`src/rtl/reg_file_pkg.sv`:
```
// Shared configuration for the scratch register file: default geometry and
// the depth derivation used by the decoder and the storage array.
package reg_file_pkg;

  localparam int DATA_WIDTH_DEF = 8;
  localparam int ADDR_WIDTH_DEF = 2;

  // Depth is always an exact power of two, so every address is in range.
  function automatic int depth_f(input int addr_width);
    return 32'sd1 << addr_width;
  endfunction

  localparam int DEPTH = depth_f(ADDR_WIDTH_DEF);

endpackage

```
`src/rtl/reg_file_wdec.sv`:
```
// One-hot write-enable decoder: turns a write address plus global enable into
// one enable per stored word.
module reg_file_wdec
  import reg_file_pkg::*;
#(
  parameter int ADDR_WIDTH = ADDR_WIDTH_DEF,
  localparam int DEPTH_L   = depth_f(ADDR_WIDTH)
) (
  input  logic                  wr_en_i,
  input  logic [ADDR_WIDTH-1:0] w_addr_i,
  output logic [DEPTH_L-1:0]    word_we_o
);

  // At most one bit is set, and none when the write is disabled.
  always_comb begin
    word_we_o = '0;
    for (int i = 0; i < DEPTH_L; i++) begin
      if (wr_en_i && (w_addr_i == ADDR_WIDTH'(i))) begin
        word_we_o[i] = 1'b1;
      end else begin
        word_we_o[i] = 1'b0;
      end
    end
  end

endmodule

```
`src/rtl/reg_file_amisha.sv`:
```
// Register file: one synchronous write port, one combinational read port,
// all words cleared asynchronously by rst_n_amisha.
module reg_file_amisha
  import reg_file_pkg::*;
#(
  parameter int DATA_WIDTH = DATA_WIDTH_DEF,
  parameter int ADDR_WIDTH = ADDR_WIDTH_DEF
) (
  input  logic                  clk_amisha,
  input  logic                  rst_n_amisha,
  input  logic                  wr_en_amisha,
  input  logic [ADDR_WIDTH-1:0] w_addr_amisha,
  input  logic [ADDR_WIDTH-1:0] r_addr_amisha,
  input  logic [DATA_WIDTH-1:0] w_data_amisha,
  output logic [DATA_WIDTH-1:0] r_data_amisha
);

  localparam int DEPTH_L = depth_f(ADDR_WIDTH);

  logic [DEPTH_L-1:0]    word_we;
  logic [DATA_WIDTH-1:0] mem_q [DEPTH_L];
  logic [DATA_WIDTH-1:0] mem_d [DEPTH_L];

  reg_file_wdec #(
    .ADDR_WIDTH (ADDR_WIDTH)
  ) u_wdec (
    .wr_en_i   (wr_en_amisha),
    .w_addr_i  (w_addr_amisha),
    .word_we_o (word_we)
  );

  // Next-state: only the decoded word takes the write data.
  always_comb begin
    for (int i = 0; i < DEPTH_L; i++) begin
      if (word_we[i]) begin
        mem_d[i] = w_data_amisha;
      end else begin
        mem_d[i] = mem_q[i];
      end
    end
  end

  // Storage array; the asynchronous clear overrides any write in flight.
  always_ff @(posedge clk_amisha or negedge rst_n_amisha) begin
    if (!rst_n_amisha) begin
      for (int i = 0; i < DEPTH_L; i++) begin
        mem_q[i] <= '0;
      end
    end else begin
      for (int i = 0; i < DEPTH_L; i++) begin
        mem_q[i] <= mem_d[i];
      end
    end
  end

  // Zero-latency read with no bypass: a same-cycle write shows only after the edge.
  always_comb begin
    r_data_amisha = mem_q[r_addr_amisha];
  end

endmodule

```
`config.mk`:
```
export PLATFORM = sky130hd
export DESIGN_NAME = reg_file_amisha
export DESIGN_NICKNAME = d
export VERILOG_FILES = /design/src/rtl/reg_file_pkg.sv /design/src/rtl/reg_file_wdec.sv /design/src/rtl/reg_file_amisha.sv
export SDC_FILE = /design/constraint.sdc
export NUM_CORES = 1
export LEC_CHECK = 0
export CORE_UTILIZATION = 39
export CTS_CLUSTER_DIAMETER = 30
export CTS_CLUSTER_SIZE = 16
export DETAILED_ROUTE_END_ITERATION = 7
export PLACE_DENSITY = 0.72
export SYNTH_ARGS = -nofsm -noshare
export SYNTH_HDL_FRONTEND = slang
export SYNTH_SLANG_ARGS = --single-unit
```
`constraint.sdc`:
```
create_clock -name clk_amisha -period 1.1 [get_ports clk_amisha]
set_input_delay 0.22 -clock clk_amisha [delete_from_list [all_inputs] [get_ports clk_amisha]]
set_output_delay 0.22 -clock clk_amisha [all_outputs]
set_load 0.01 [all_outputs]
```
* Yosys cells after proc, flatten, opt, wreduce, memory -nomap -nowiden
Index checks and enable logic that the tools add are counted.
Storage, ports and cells: latch bits 0, memories 0, memory bits (read-only) 0, word-level logic and storage cells 21, flip-flop bits (word level) 32, memory bits (writable) 0, output and inout bits 8, input port bits 15
Cells by class: divide/modulo/power cells 0, bitwise gates (word level) 1, add/sub/neg operators 0, multipliers 0, reduce and logical (&&, ||, !) cells 5, mux-type cells 7, shift-type cells 0, magnitude comparators 1, equality and inequality tests 3
Operators with widths (count):
- $bmux 8 s2 | 1
- $mux 8 | 2
- $eq 2x2->1 const B | 2
- $logic_and 1x1->1 | 4
- $mux 1 | 4
- $ge 3x3->1 const B | 1
- $not 2->3 | 1
- $eq 2x1->1 const B | 1
- $logic_not 2->1 | 1

* Logic depth before layout (Yosys ltp)
depth after elaboration 4, mapped depth 2, mapped depth without buffers 2

* Cells and area by module
Synthesis repeated with hierarchy kept, for this count alone.
Second synthesis, totals: cell total of the unflattened synthesis 82, area, all modules 1415.1 µm²
By module, submodules not included:
- reg_file_amisha | instances 1, cells an instance 78, sequential area each 800.8 µm², area each 1377.6 µm²
- reg_file_wdec | instances 1, cells an instance 4, sequential area each 0.0 µm², area each 37.5 µm²

* Least setup slack after synthesis
OpenSTA, ideal clock, no wires.
kind in2out, start point input r_addr_amisha[0], end point output r_data_amisha[0], data required time 0.880 ns, arrival time 1.008 ns, slack -0.128 ns, stages on the path 2, path buffers 1, cells stage by stage buf_2 mux4_2
On the way: longest elaborated chain between the ends 4
RTL lines:
- start, declared | RTL line reg_file_amisha.sv:13 | input logic [ADDR_WIDTH-1:0] r_addr_amisha,
- $not 2->3 (implied by the code) | RTL line reg_file_amisha.sv:58 | r_data_amisha = mem_q[r_addr_amisha];
- $bmux 8 s2 | RTL line reg_file_amisha.sv:58
- $mux 8 (implied by the code) (2 in a row) | RTL line reg_file_amisha.sv:58
- end, declared | RTL line reg_file_amisha.sv:15 | output logic [DATA_WIDTH-1:0] r_data_amisha
Every way passes these cells. The select of a mux whose other input is x is not followed.

* Worst setup path in the final report
start point register mem_q[9] (netlist bit), end point output r_data_amisha[1]
On the way: longest elaborated chain between the ends 3
RTL lines:
- start, declared | RTL line reg_file_amisha.sv:21 | logic [DATA_WIDTH-1:0] mem_q [DEPTH_L];
- start signal, assigned by index | RTL line reg_file_amisha.sv:51 | mem_q[i] <= mem_d[i];
- $bmux 8 s2 | RTL line reg_file_amisha.sv:58
- $mux 8 (implied by the code) (2 in a row) | RTL line reg_file_amisha.sv:58
Every way passes these cells. The select of a mux whose other input is x is not followed.

==> results.md <==
Run status:
- The run finished, with violations left.
- The checks that failed: negative setup slack.

Timing:
- The clock skew after layout is 0 ns.
- The hold violation total from the final report was 0.
- The worst setup slack after layout is -0.4590 ns.
- The final setup violation count is 8.
- The highest achievable clock rate is roughly 640 MHz.
- At the pin with the least slew margin, the transition time is a little under 0.3 ns.
- Setup total negative slack on the finished layout was measured at -3.548 ns.
- For the finished layout, the period the worst path requires is ~1.6 ns.
- Setup repair after global routing could not meet its margin everywhere.
- The final hold slack is approximately 0.25 ns.
- The final clock period utilization by the worst path is 141.7%.
- The max-slew violation count was 0.
- The worst pin sits at a relative slew slack of between 80% and 90%.

Finish:
- The antenna diode count is 0.
- The largest registers in the layout are mem_q: 32 flops.
- In the final layout, the share of cells above drive strength 1 is roughly 60%.
- The area growth from synthesis to layout is 32.86%.
- The most flop-heavy register is mem_q.
- The count of filler cells inserted in the layout is 272.
- The layout net count is approximately 130.
- The register with the most flip-flops in the layout has 32 of them.

Drt:
- The average wire per standard cell is roughly 16 microns.
- In the routed layout, each cell is associated on average with a via count of roughly 5.1.
- The DRC violations left is 0.
- For this block, the initial DRC count from the detailed router was 45.
- The final route contains between 800 and 900 vias.
- The count of nets left with antenna violations once routing finished came out at 0.
- The first TritonRoute pass finished after 4 iterations.
- The detailed-route wire length is roughly 2.6 mm.

CTS:
- The clock insertion delay at the later pin of the skew report is roughly 0.32 ns.
- In this run the number of H-tree levels came out at 2.
- The number of buffers added by the clock tree synthesis step is 5.
- The clock transition at the register clock pins on the worst setup and hold paths after CTS is 0.10 ns.
- The post-cts hold buffer count is 0.
- TritonCTS built the clock tree.
- The count of clock tree sinks is 32.
- The longest clock path from root to sink contains 2 buffers.
- The cell sitting at the root of the clock tree is a sky130_fd_sc_hd__clkbuf_4.

Die:
- The die span in y is between 60 and 70 microns.
- The total core area is approximately 3400 sq um.
- The area of the die is between 3000 and 4000 sq um.
- The number of placed I/O pins is 23.
- The initial core utilization is roughly two fifths.
- The initialized floorplan defines 21 standard-cell rows.
- The die is a little over 60 microns wide.

Placement:
- Port buffering added 22 buffers.
- The placed wire-length estimate is around 1.8 mm.
- The final RePlAce weighted congestion is just over 0.7.

Global routing:
- The overflow left after global routing is 0.
- The total routing resource utilization after global routing is approximately 16%.
- The global-route wire length before repair is roughly 4.2 mm.
- The maximum number of pins on one net before global-route repair is 33.
- The number of global-route vias before repair is roughly 860.
- The number of antenna violations at the first check in global routing came to 0.

Power and ir drop:
- In this run the power density over the cells is approximately 1600 nW/um^2.
- For this design the static power due to leakage is a little over 0.0008 uW.
- The worst-case IR drop observed on VDD is roughly 0.00076 V.
- The completed layout was analyzed and its total power is approximately 3100 uW.

Critical path:
- The launching element type of the critical path is a flip-flop.
- The capturing element type of the critical path is an output pin.
- For the worst setup path, the data required time is 0.88 ns.
- By startpoint and endpoint, the worst setup path is classified as flip-flop to output pin.
- The arrival time reported for the critical path endpoint is roughly 1.3 ns.
- In this run the worst path has a maximum fanout of 2.

Synth:
- Synthesis produced a netlist with a net count of 93.
- Each instance of the synthesized netlist takes up on average between 15 and 20 sq um.
- The cell count after synthesis came out at between 70 and 80.
- The mapped cell area is between 1000 and 1500 sq um.
- Synthesis instantiated 8 different standard cells from the library.
- The flip-flop and latch count after synthesis is 32.
- The number of warning messages in the yosys log is 0.
- Sequential elements use 57.14% of the synthesized area.

Job:
- The tool flagged a number of max-cap violations equal to 0.

Worst hold path:
- In this run the worst hold path is classified as input port to async pin.
## power breakdown
| group | switching, uW | total [uW] | leakage (uW) | internal [uW] |
|---|---|---|---|---|
| clock network | 384 | 860 | 0.0000422 | 476 |
| logic | 239 | 712 | 0.000387 | 473 |
| registers | 98.6 | 1500 | 0.000379 | 1400 |
| total | 722 | 3070 | 0.000808 | 2350 |
## worst paths after layout
path	startpoint	to	slack, ns	cells after the start
worst max-delay path	mem_q[9]$_DFFE_PN0P_	r_data_amisha[1]	-0.46	2
worst min-delay path	rst_n_amisha	mem_q[27]$_DFFE_PN0P_	0.25	2
worst max register to register	mem_q[2]$_DFFE_PN0P_	mem_q[2]$_DFFE_PN0P_	0.22	2
worst min register to register	mem_q[13]$_DFFE_PN0P_	mem_q[13]$_DFFE_PN0P_	0.51	1
max in group asynchronous	rst_n_amisha	mem_q[21]$_DFFE_PN0P_	0.68	2
min in group clk_amisha	w_addr_amisha[1]	mem_q[10]$_DFFE_PN0P_	0.42	3
## synthesized netlist by cell type
| master | count | area share, % |
|---|---|---|
| sky130_fd_sc_hd__nand3b_2 | 2 | 1.6 |
| sky130_fd_sc_hd__nor3b_4 | 1 | 1.3 |
| sky130_fd_sc_hd__dfrtp_1 | 32 | 57 |
| sky130_fd_sc_hd__buf_2 | 1 | 0.36 |
| sky130_fd_sc_hd__mux2_2 | 32 | 26 |
| sky130_fd_sc_hd__buf_1 | 1 | 0.27 |
| sky130_fd_sc_hd__mux4_2 | 8 | 13 |
| sky130_fd_sc_hd__nand3_2 | 1 | 0.71 |
## metrics by stage
step                instance area [sq um]  utilization (%)  worst slack, ns  cells
floorplan                            1411                -          0.01174     78
global placement                     1760            51.94           -1.012    151
detailed placement                   1760            51.94           -1.013    151
CTS                                  1818            53.64          -0.4753    159
global route                         1862            54.93          -0.5163    160
finish                               1862            54.93          -0.4590    160
## cell usage in the layout, fill, tap and decap left out, drive strengths merged
| master | instances |
|---|---|
| clkinv | 1 |
| dlygate4sd2 | 3 |
| bufinv | 1 |
| mux4 | 8 |
| clkdlybuf4s50 | 10 |
| nand3 | 1 |
| nand3b | 2 |
| clkbuf | 7 |
| dfrtp | 32 |
| buf | 16 |
| mux2 | 32 |
| nor3b | 1 |
## worst max-delay path, cell delays in order (launching register included)
cell and delay (ns):
sky130_fd_sc_hd__dfrtp_1 0.39, sky130_fd_sc_hd__mux4_2 0.48, sky130_fd_sc_hd__buf_6 0.14
## layout make-up
type                    instances  area (sq um)  share of cell area, %
clock buffers                   6         41.29                  2.218
clock inverters                 2         35.03                  1.882
multi-input cells              44         613.1                  32.93
flip-flops and latches         32         800.8                  43.01
well taps                      46         57.56                  3.091
repair buffers                 30         314.1                  16.87
## routing by layer
metal	track usage (%)	part of all wire (%)	up-vias
met5	0	0	-
met3	4.348	3.4	6
li1	-	-	366
met4	9.524	2.0	0
met2	26.14	50	19
met1	20.14	45	425
## kinds of logic (layout without fill, tap and decap cells)
| logic type | Yosys count | in the layout | synth area share [%] |
|---|---|---|---|
| buffers and inverters | 2 | 38 | 0.6244 |
| AND/OR/NAND/NOR | 4 | 4 | 3.661 |
| flip-flops | 32 | 32 | 57.14 |
| multiplexers | 40 | 40 | 38.57 |
## timing repair
action | in CTS | in global routing
buffers inserted | 0 | 1
endpoints found under the setup margin | 40 | 22
gates resized for setup | 41 | 8
pin swaps | 0 | 1
(Power assumes the default switching activity.)
